<file path="src/rtl/gpu_bus_bridge_if.sv">
// CPU-side register bus and VRAM write port of the GPU bus bridge, bundled
// so the bridge and whatever drives it share one set of signal definitions.
interface gpu_bus_bridge_if #(
    parameter int ADDR_W = 16,
    parameter int DATA_W = 16
);
    logic [15:0]       cpu_addr;
    logic [DATA_W-1:0] cpu_data;
    logic              cpu_write;
    logic [DATA_W-1:0] cpu_rdata;
    logic [ADDR_W-1:0] vram_addr;
    logic [DATA_W-1:0] vram_data;
    logic              vram_write;
    logic              busy;

    // The CPU / bench side drives the register bus and observes the VRAM port.
    modport master (
        output cpu_addr, cpu_data, cpu_write,
        input  cpu_rdata, vram_addr, vram_data, vram_write, busy
    );

    // The bridge itself.
    modport slave (
        input  cpu_addr, cpu_data, cpu_write,
        output cpu_rdata, vram_addr, vram_data, vram_write, busy
    );
endinterface

</file>
<file path="src/rtl/gpu_bus_bridge.sv">
// CPU-bus-to-VRAM write bridge: a small register window queues writes at an
// auto-incrementing address, a fill engine repeats the last data word, and a
// drain FSM presents each queued entry to VRAM for WRITE_CYCLES cycles.
module gpu_bus_bridge #(
    parameter logic [15:0] BASE_ADDR    = 16'hff00,
    parameter int          ADDR_W       = 16,
    parameter int          DATA_W       = 16,
    parameter int          FIFO_DEPTH   = 4,
    parameter int          WRITE_CYCLES = 2
) (
    input  logic             clk,
    input  logic             rst,
    gpu_bus_bridge_if.slave  bus
);
    localparam int PTR_W = $clog2(FIFO_DEPTH);
    localparam int LVL_W = $clog2(FIFO_DEPTH + 1);
    localparam int CNT_W = $clog2(WRITE_CYCLES + 1);

    localparam logic [15:0] REG_ADDR   = BASE_ADDR;
    localparam logic [15:0] REG_DATA   = BASE_ADDR + 16'd2;
    localparam logic [15:0] REG_STRIDE = BASE_ADDR + 16'd4;
    localparam logic [15:0] REG_FILL   = BASE_ADDR + 16'd6;
    localparam logic [15:0] REG_STATUS = BASE_ADDR + 16'd8;

    typedef enum logic {IDLE, WRITE} state_t;

    state_t            state;
    logic [CNT_W-1:0]  cnt;
    logic              prev_cpu_write;
    logic [ADDR_W-1:0] ptr;
    logic [ADDR_W-1:0] stride;
    logic [DATA_W-1:0] fill_cnt;
    logic [DATA_W-1:0] fill_val;
    logic              overflow;

    logic [ADDR_W-1:0] mem_addr [FIFO_DEPTH];
    logic [DATA_W-1:0] mem_data [FIFO_DEPTH];
    logic [PTR_W-1:0]  wr_ptr;
    logic [PTR_W-1:0]  rd_ptr;
    logic [LVL_W-1:0]  level;

    logic              wr_ev;
    logic              sel_addr, sel_data, sel_stride, sel_fill, sel_status;
    logic              full, empty, fill_active;
    logic              data_push, fill_push, push, pop;
    logic [DATA_W-1:0] push_data;
    logic [DATA_W-1:0] status_word;
    logic [DATA_W-1:0] rdata_next;

    assign wr_ev       = bus.cpu_write & ~prev_cpu_write;
    assign sel_addr    = (bus.cpu_addr == REG_ADDR);
    assign sel_data    = (bus.cpu_addr == REG_DATA);
    assign sel_stride  = (bus.cpu_addr == REG_STRIDE);
    assign sel_fill    = (bus.cpu_addr == REG_FILL);
    assign sel_status  = (bus.cpu_addr == REG_STATUS);

    // A pop in the same cycle never frees room for a push, so fullness is
    // judged purely on the level held before the edge.
    assign full        = (level == LVL_W'(FIFO_DEPTH));
    assign empty       = (level == '0);
    assign fill_active = (fill_cnt != '0);
    assign data_push   = wr_ev & sel_data & ~full & ~fill_active;
    assign fill_push   = fill_active & ~full;
    assign push        = data_push | fill_push;
    assign push_data   = fill_push ? fill_val : bus.cpu_data;
    assign pop         = ~empty & ((state == IDLE) | (cnt == '0));

    assign bus.busy    = ~empty | fill_active | (state == WRITE);

    // Assemble the status word and the read-back mux for the addressed register.
    always_comb begin
        status_word       = '0;
        status_word[15]   = overflow;
        status_word[14]   = bus.busy;
        status_word[7:0]  = 8'(level);
        rdata_next        = '0;
        if (sel_addr)        rdata_next = DATA_W'(ptr);
        else if (sel_stride) rdata_next = DATA_W'(stride);
        else if (sel_fill)   rdata_next = fill_cnt;
        else if (sel_status) rdata_next = status_word;
    end

    // Register-window state: write-edge detect, pointer, stride, fill engine and sticky overflow.
    always_ff @(posedge clk or posedge rst) begin
        if (rst) begin
            prev_cpu_write <= 1'b0;
            ptr            <= '0;
            stride         <= ADDR_W'(1);
            fill_cnt       <= '0;
            fill_val       <= '0;
            overflow       <= 1'b0;
            bus.cpu_rdata  <= '0;
        end else begin
            prev_cpu_write <= bus.cpu_write;
            bus.cpu_rdata  <= rdata_next;
            if (push)
                ptr <= ptr + stride;
            if (fill_push)
                fill_cnt <= fill_cnt - DATA_W'(1);
            if (wr_ev) begin
                if (sel_addr)
                    ptr <= bus.cpu_data[ADDR_W-1:0];
                if (sel_data) begin
                    if (data_push)
                        fill_val <= bus.cpu_data;
                    else
                        overflow <= 1'b1;
                end
                if (sel_stride)
                    stride <= bus.cpu_data[ADDR_W-1:0];
                if (sel_fill)
                    fill_cnt <= bus.cpu_data;
                if (sel_status)
                    overflow <= 1'b0;
            end
        end
    end

    // Queue storage; contents are only meaningful between the read and write pointers.
    always_ff @(posedge clk) begin
        if (push) begin
            mem_addr[wr_ptr] <= ptr;
            mem_data[wr_ptr] <= push_data;
        end
    end

    // Queue pointers and occupancy; reset throws away everything queued.
    always_ff @(posedge clk or posedge rst) begin
        if (rst) begin
            wr_ptr <= '0;
            rd_ptr <= '0;
            level  <= '0;
        end else begin
            if (push)
                wr_ptr <= wr_ptr + PTR_W'(1);
            if (pop)
                rd_ptr <= rd_ptr + PTR_W'(1);
            case ({push, pop})
                2'b10:   level <= level + LVL_W'(1);
                2'b01:   level <= level - LVL_W'(1);
                default: level <= level;
            endcase
        end
    end

    // Drain FSM: hold each entry on the VRAM port for WRITE_CYCLES cycles, chaining entries without a gap.
    always_ff @(posedge clk or posedge rst) begin
        if (rst) begin
            state          <= IDLE;
            cnt            <= '0;
            bus.vram_addr  <= '0;
            bus.vram_data  <= '0;
            bus.vram_write <= 1'b0;
        end else begin
            case (state)
                IDLE: begin
                    if (!empty) begin
                        bus.vram_addr  <= mem_addr[rd_ptr];
                        bus.vram_data  <= mem_data[rd_ptr];
                        bus.vram_write <= 1'b1;
                        cnt            <= CNT_W'(WRITE_CYCLES - 1);
                        state          <= WRITE;
                    end
                end
                WRITE: begin
                    if (cnt != '0) begin
                        cnt <= cnt - CNT_W'(1);
                    end else if (!empty) begin
                        bus.vram_addr <= mem_addr[rd_ptr];
                        bus.vram_data <= mem_data[rd_ptr];
                        cnt           <= CNT_W'(WRITE_CYCLES - 1);
                    end else begin
                        bus.vram_write <= 1'b0;
                        state          <= IDLE;
                    end
                end
                default: state <= IDLE;
            endcase
        end
    end
endmodule

</file>
<file path="src/flat_wrapper.sv">
// flat-port wrapper written by rule: the top's interface ports become plain ports
module gpu_bus_bridge_flat 
#(
    parameter logic [15:0] BASE_ADDR    = 16'hff00,
    parameter int          ADDR_W       = 16,
    parameter int          DATA_W       = 16,
    parameter int          FIFO_DEPTH   = 4,
    parameter int          WRITE_CYCLES = 2
)
  (clk, rst, bus_cpu_addr, bus_cpu_data, bus_cpu_write, bus_cpu_rdata, bus_vram_addr, bus_vram_data, bus_vram_write, bus_busy);
  gpu_bus_bridge_if #(.ADDR_W(ADDR_W), .DATA_W(DATA_W)) bus_i ();
  input  logic clk;
  input  logic rst;
  input wire logic [$bits(bus_i.cpu_addr)-1:0] bus_cpu_addr;
  input wire logic [$bits(bus_i.cpu_data)-1:0] bus_cpu_data;
  input wire logic [$bits(bus_i.cpu_write)-1:0] bus_cpu_write;
  output wire logic [$bits(bus_i.cpu_rdata)-1:0] bus_cpu_rdata;
  output wire logic [$bits(bus_i.vram_addr)-1:0] bus_vram_addr;
  output wire logic [$bits(bus_i.vram_data)-1:0] bus_vram_data;
  output wire logic [$bits(bus_i.vram_write)-1:0] bus_vram_write;
  output wire logic [$bits(bus_i.busy)-1:0] bus_busy;
  assign bus_i.cpu_addr = bus_cpu_addr;
  assign bus_i.cpu_data = bus_cpu_data;
  assign bus_i.cpu_write = bus_cpu_write;
  assign bus_cpu_rdata = bus_i.cpu_rdata;
  assign bus_vram_addr = bus_i.vram_addr;
  assign bus_vram_data = bus_i.vram_data;
  assign bus_vram_write = bus_i.vram_write;
  assign bus_busy = bus_i.busy;
  gpu_bus_bridge #(.BASE_ADDR(BASE_ADDR), .ADDR_W(ADDR_W), .DATA_W(DATA_W), .FIFO_DEPTH(FIFO_DEPTH), .WRITE_CYCLES(WRITE_CYCLES)) u_core (.clk(clk), .rst(rst), .bus(bus_i));
endmodule
</file>
<file path="config.mk">
export PLATFORM = sky130hd
export DESIGN_NAME = gpu_bus_bridge_flat
export DESIGN_NICKNAME = d
export VERILOG_FILES = /design/src/rtl/gpu_bus_bridge_if.sv /design/src/rtl/gpu_bus_bridge.sv /design/src/flat_wrapper.sv
export SDC_FILE = /design/constraint.sdc
export NUM_CORES = 1
export LEC_CHECK = 0
export BUFFER_PORTS_ARGS = -buffer_cell sky130_fd_sc_hd__buf_2
export CELL_PAD_IN_SITES_DETAIL_PLACEMENT = 0
export CELL_PAD_IN_SITES_GLOBAL_PLACEMENT = 1
export CORE_MARGIN = 1.5
export CORE_UTILIZATION = 40
export DETAILED_ROUTE_END_ITERATION = 8
export HOLD_SLACK_MARGIN = 0.15
export PLACE_DENSITY = 0.7
export SYNTH_ARGS = -nofsm -noshare
export SYNTH_HDL_FRONTEND = slang
export SYNTH_SLANG_ARGS = --single-unit
</file>
<file path="constraint.sdc">
create_clock -name clk -period 4.8 [get_ports clk]
set_clock_uncertainty 0.15 [all_clocks]
set_input_delay 0.48 -clock clk [delete_from_list [all_inputs] [get_ports clk]]
set_output_delay 0.48 -clock clk [all_outputs]
set_load 0.005 [all_outputs]
</file>
Word-level counts from Yosys, hierarchy flattened
Memory sizes are Yosys's and may differ from the RTL's.
Index checks and enable logic that the tools add are counted.
{ "totals": {"reg_bits": 125, "ramBits": 128, "in_bits": 35, "output_inout_bits": 50, "mem_count": 2} }
{ "op_classes": {"n_addsub": 7, "n_eq_ne": 12, "muxes": 33, "bitwise": 15, "reduce_logical": 10} }
{ "memory_table": {"columns": ["name", "depth", "width", "read_ports", "rd_clocked_by_memory_dff", "wr", "line", "rtl"], "rows": [
  ["u_core.mem_addr", 4, 16, 1, 0, 1, "gpu_bus_bridge.sv:36", "logic [ADDR_W-1:0] mem_addr [FIFO_DEPTH];"],
  ["u_core.mem_data", 4, 16, 1, 0, 1, "gpu_bus_bridge.sv:37", "logic [DATA_W-1:0] mem_data [FIFO_DEPTH];"]
]} }
{ "ops": {"columns": ["cell", "count"], "rows": [
  ["2-to-1 mux 16 bit", 15],
  ["equality test 16 bit, second input constant", 5],
  ["case mux 16 bit (2 select lines)", 2],
  ["adder 16 bit", 1],
  ["nonzero test 16 bit", 1],
  ["subtractor 16 x 1 -> 16 bit, second input constant", 1],
  ["2-to-1 mux 1 bit", 10],
  ["AND reduction 3 bit", 3],
  ["bitwise AND 1 bit", 6],
  ["!= test 2 bit, second input constant", 3],
  ["case mux 3 bit (2 select lines)", 1],
  ["nonzero test 2 bit", 3],
  ["NOT 1 bit", 5],
  ["adder 2 x 1 -> 2 bit, second input constant", 2],
  ["2-to-1 mux 2 bit", 2],
  ["OR 1 bit", 4],
  ["case mux 1 bit (2 select lines)", 2],
  ["case mux 2 bit (2 select lines)", 1],
  ["adder 3 x 1 -> 3 bit, second input constant", 1],
  ["equality test 3 bit, second input constant", 1],
  ["logical NOT 3 bit", 1],
  ["subtractor 3 x 1 -> 3 bit, second input constant", 1],
  ["equality test 2 x 1 -> 1 bit, second input constant", 1],
  ["equality test 2 bit, second input constant", 1],
  ["4 further kinds", 4]
]} }

Longest topological paths before layout
{ "depth": {"ltp_word": 9, "mapped_depth": 13} }

Worst setup path before layout
OpenSTA, ideal clock, no wires.
{ "synth_path": {"kind": "in2reg", "start": "input bus_cpu_addr[6]", "end": "memory u_core.mem_addr[0][0] (enable)", "setup_ps": 392, "arrival_ps": 2337, "required_ps": 4258, "path_slack_ps": 1921, "cell_stages": 7, "path_buffers": 2, "path_cell_list": "and4bb_2 > and4bb_2 > nand3_2 > nand2_2 > buf_6 > buf_6 > and2_1"} }
{ "synth_via": {"elab_chain_cells": 7} }
{ "synth_lines": {"columns": ["element", "line", "rtl"], "rows": [
  ["from (decl)", "flat_wrapper.sv:14", "input wire logic [$bits(bus_i.cpu_addr)-1:0] bus_cpu_addr;"],
  ["equality test 16 bit", "gpu_bus_bridge.sv:52", "assign sel_data = (bus.cpu_addr == REG_DATA);"],
  ["bitwise AND 1 bit (3 in a row)", "gpu_bus_bridge.sv:62", "assign data_push = wr_ev & sel_data & ~full & ~fill_active;"],
  ["OR 1 bit", "gpu_bus_bridge.sv:64", "assign push = data_push | fill_push;"],
  ["2-to-1 mux 1 bit", "gpu_bus_bridge.sv:121", "if (push) begin"],
  ["2-to-1 mux 1 bit (implied by the code)", "gpu_bus_bridge.sv:122", "mem_addr[wr_ptr] <= ptr;"],
  ["to (decl)", "gpu_bus_bridge.sv:36", null]
]} }
No other way between the ends.

Worst setup path in the final report
{ "layout_path": {"start": "register u_core.fill_cnt[0]", "end": "register u_core.level[2]"} }
{ "layout_via": {"elab_chain_cells": 6, "word_cells_on_any_way": 9} }
{ "layout_lines": {"columns": ["element", "line", "rtl"], "rows": [
  ["from (decl)", "gpu_bus_bridge.sv:32", "logic [DATA_W-1:0] fill_cnt;"],
  ["from (signal assigned)", "gpu_bus_bridge.sv:99", "fill_cnt <= fill_cnt - DATA_W'(1);"],
  ["from (signal assigned)", "gpu_bus_bridge.sv:112", "fill_cnt <= bus.cpu_data;"],
  ["nonzero test 16 bit (*)", "gpu_bus_bridge.sv:61", "assign fill_active = (fill_cnt != '0);"],
  ["NOT 1 bit", "gpu_bus_bridge.sv:62", null],
  ["bitwise AND 1 bit", "gpu_bus_bridge.sv:62", null],
  ["OR 1 bit (*)", "gpu_bus_bridge.sv:64", null],
  ["equality test 2 x 1 -> 1 bit or equality test 2 bit (tied branches)", "gpu_bus_bridge.sv:138", "case ({push, pop})"],
  ["case mux 3 bit (2 select lines) or nonzero test 2 bit (tied branches)", null, null],
  ["to (signal assigned)", "gpu_bus_bridge.sv:139", "2'b10: level <= level + LVL_W'(1);"],
  ["to (signal assigned)", "gpu_bus_bridge.sv:140", "2'b01: level <= level - LVL_W'(1);"],
  ["to (signal assigned)", "gpu_bus_bridge.sv:141", "default: level <= level;"],
  ["to (decl)", "gpu_bus_bridge.sv:40", "logic [LVL_W-1:0] level;"]
]} }
Every way passes the cells marked *; elsewhere a longest branch is shown, timed or not.
A chain may end at the register's enable or synchronous reset.

==> summary.md <==
| Metric | Value |
|---|---|
| Clock Sink Count | around 250 |
| CP Max Fanout | 20 |
| Drt first pass iters | 5 |
| Distinct cell type count after synthesis | between 60 and 70 |
| GPL Wtd Cong | about 0.81 |
| CP Class | register to register |
| Status | completed |
| Area Overhead vs Synth | 16.9% |
| CTS H-Tree Depth | 1 |
| Worst Path Arrival | between 3 and 4 ns |
| #FFs+latches synth | ~250 |
| Placed Instances | roughly 1200 |
| Fill cell count | between 2000 and 2500 |
| Final setup viols | 0 |
| # diodes | 0 |
| Core area | 27600 sq um |
| Vias in the first global route | 6927 |
| CP Data Required Time | between 5 and 6 ns |
| Top-Level Pins | 85 |
| Grt ovf | 0 |
| Syn. warnings | 0 |
| CTS tree | yes |
| Die area | about 29000 sq um |
| Post-Syn Instances | 802 |
| Tmin final | roughly 3.4 ns |
| Post-Syn Area | roughly 11000 sq um |
| Async SR Flop Fraction | around half |
| Setup TNS | 0 ns |
| Port bufs | 84 |
| Dominant synthesized flop cell | edfxtp_1 |
| Largest stage delay, worst path | about 0.44 ns |
| Clock buffer depth | 3 |
| GRT Resource Usage Total | 18.8% |
| Max Freq | roughly 0.30 GHz |
| Reg clk slew, reported paths | about 0.060 ns |
| P_leak | 5.24 nW |
| Final net count | around 960 |
| First-pass GRT wire length | 40900 um |
| Post-Route WL | 26400 um |
| Final Hold Fails | 0 |
| Seq/Total Area, Yosys | ~62% |
| Synth top cells by count | 128 x edfxtp_1, 124 x dfrtp_1, 70 x nand2_1 |
| Worst-Margin Slew | approximately 1.2 ns |
| Worst skew pair latency | 0.53 ns |
| Fin util | between 40 and 50% |
| Max transition margin | a little under a fifth |
| ANT nets after route | 0 |
| DP HPWL | 17400 um |
| Die X | 170 um |
| Unrepaired setup endpoints after global routing | no |
| Worst Setup Start Kind | register |
| Tcrit/Tclk final | 70.2% |
| Row count | 61 |
| Total of max-cap violations | 0 |
| Root Buffer | clkbuf_16 |
| Setup bufs post-CTS | 0 |
| Via-to-Cell Ratio | roughly 5.2 |
| Antenna violations before repair | 0 |
| Die Ht | about 170 um |
| Slowest CP cell | nor4b_1 |
| Met2 GRT Util | a little under a third |
| Peak VDD IR | about 230 uV |
| Avg Inst Size Synth | 14.0 sq um |
| DRC viols | 0 |
| Initial DRC Count | around 400 |
| CTS buffer count | 27 |
| Hold WC Path Type | primary input to register |
| Cell with the most instances after synthesis | edfxtp_1 |
| Routed len/inst | around 20 um |
| Layout cells sized above 1 | a little over a quarter |
| Largest net degree at the start of global routing | 89 |
| Area leader, netlist | edfxtp_1 |
| Ranking of synthesized cells by area | edfxtp_1 34%, dfrtp_1 28%, mux2_2 6.5%, mux4_2 6.4%, ha_1 2.5% |
| Global routing's busiest layer | met2 |
| DR vias | approximately 6800 |
| Pwr dens | around 360 nW/um^2 |
| EDFF count, synth | 128 |
| Finished Layout Cells | 1296 |
| Critical path capture point type | register |
| Final Max Tran Viols | 0 |
| Met1 global-route usage | ~27% |
| Post-Syn Nets | roughly 860 |
| Worst path cell trace | inv_1 > ha_1 > nor4b_1 > nand4b_4 > nand2_1 > nand2_2 > inv_2 > ha_1 > inv_1 > fa_1 > xor2_1 > nor2_1 > xor2_1 |
| Yosys top cell area share | about a third |
| Starting Density | roughly 41% |
| Grt met3 use | between 2 and 2.5% |
routing by layer:
| metal | wire [um] | vias to the layer above |
|---|---|---|
| li1 | - | 3159 |
| met1 | 12500 | 3388 |
| met2 | 12100 | 190 |
| met3 | 1400 | 28 |
| met4 | 365 | 0 |
| met5 | 0 | - |
path summary, 6_finish.rpt:
check / to / depth (start not counted) / slack [ns] / from
min reg2reg: u_core.bus.vram_addr[14] / 1 / 0.35 / u_core.bus.vram_addr[14]
min in group asynchronous: u_core.stride[10] / 3 / 0.53 / rst
max in group asynchronous: u_core.stride[0] / 4 / 2.90 / rst
min: u_core.fill_cnt[11] / 3 / 0.17 / bus_cpu_data[11]
max: u_core.level[2] / 13 / 1.43 / u_core.fill_cnt[0]
max reg2reg: u_core.level[2] / 13 / 1.43 / u_core.fill_cnt[0]
through the flow:
step | hold slack [ns] | instance area (sq um) | power (mW) | worst slack [ns]
after floorplan | 0.326 | 11200 | 2.37 | 0.844
after global placement | 0.336 | 12000 | 2.43 | 1.49
after detailed placement | 0.341 | 12000 | 2.43 | 1.45
after CTS | 0.151 | 13100 | 4.72 | 1.41
after global routing | 0.161 | 13100 | 4.82 | 1.04
final | 0.174 | 13100 | 4.67 | 1.43
area by class of cell:
| class | instances | area [sq um] | share of cell area, % |
|---|---|---|---|
| clock buffer | 32 | 704 | 5.38 |
| timing repair buffer | 104 | 613 | 4.68 |
| inverter | 13 | 53.8 | 0.411 |
| clock inverter | 18 | 279 | 2.13 |
| multi-input combinational | 498 | 3990 | 30.5 |
| sequential | 253 | 6980 | 53.3 |
| tap | 378 | 473 | 3.61 |
sequential cells by signal, summed over array words and instances, names as in the netlist, 3 cells and up:
register,count
u_core.ptr,16
u_core.level,3
u_core.fill_val,16
u_core.stride,16
u_core.fill_cnt,16
u_core.bus.vram_data,16
u_core.mem_addr,64
u_core.mem_data,64
u_core.bus.vram_addr,16
u_core.bus.cpu_rdata,16
report_power, final:
| group | leakage, nW | total [mW] | switching [mW] | internal, mW |
|---|---|---|---|---|
| Clock | 0.477 | 2.28 | 0.850 | 1.43 |
| Sequential | 2.66 | 2.28 | 0.00410 | 2.28 |
| Combinational | 2.11 | 0.110 | 0.0784 | 0.0316 |
| Total | 5.24 | 4.67 | 0.933 | 3.74 |
what timing repair did:
| action | CTS | global route |
|---|---|---|
| gates resized for setup | 0 | 0 |
| hold endpoints to repair | 108 | 0 |
| endpoints found under the setup margin | 0 | 0 |
| hold buffers | 12 | 0 |
kinds of logic after synthesis:
kind of cell,share of synthesized area [%]
and+or+nand+nor,9.38
DFF,62.3
adders and majority gates,2.82
muxes,14.9
AOI/OAI and AO/OA,6.16
buffers and inverters,2.08
xor gates and xnor gates,2.43
cells in the final DEF (no fill, tap or decap), types with 5 or more instances in the layout:
| cell | n |
|---|---|
| dlygate4sd3_1 | 12 |
| clkbuf_16 | 27 |
| mux2i_1 | 21 |
| nor3_1 | 5 |
| buf_2 | 84 |
| nor4_1 | 5 |
| xnor2_1 | 19 |
| and3_1 | 5 |
| o21ai_0 | 10 |
| dfrtp_1 | 122 |
| xor2_1 | 12 |
| o211ai_1 | 7 |
| nor2_1 | 66 |
| mux4_2 | 32 |
| o21a_1 | 5 |
| a21oi_1 | 53 |
| nand2_1 | 70 |
| nand3_1 | 18 |
| inv_1 | 11 |
| a21o_1 | 9 |
| bufinv_16 | 7 |
| ha_1 | 22 |
| buf_4 | 7 |
| mux2_2 | 65 |
| edfxtp_1 | 128 |
| nand4_1 | 6 |
| and2_1 | 6 |
| a31oi_1 | 8 |
worst max-delay path: cells and delay by family, from the launching register on:
family	cells	cell delay, ns
XOR/XNOR	2	0.30
adder cells (fa/ha/maj)	3	0.76
buffers and inverters	3	0.43
flip-flops	1	0.43
AND/OR/NAND/NOR	5	1.22
(Power assumes the default switching activity.)
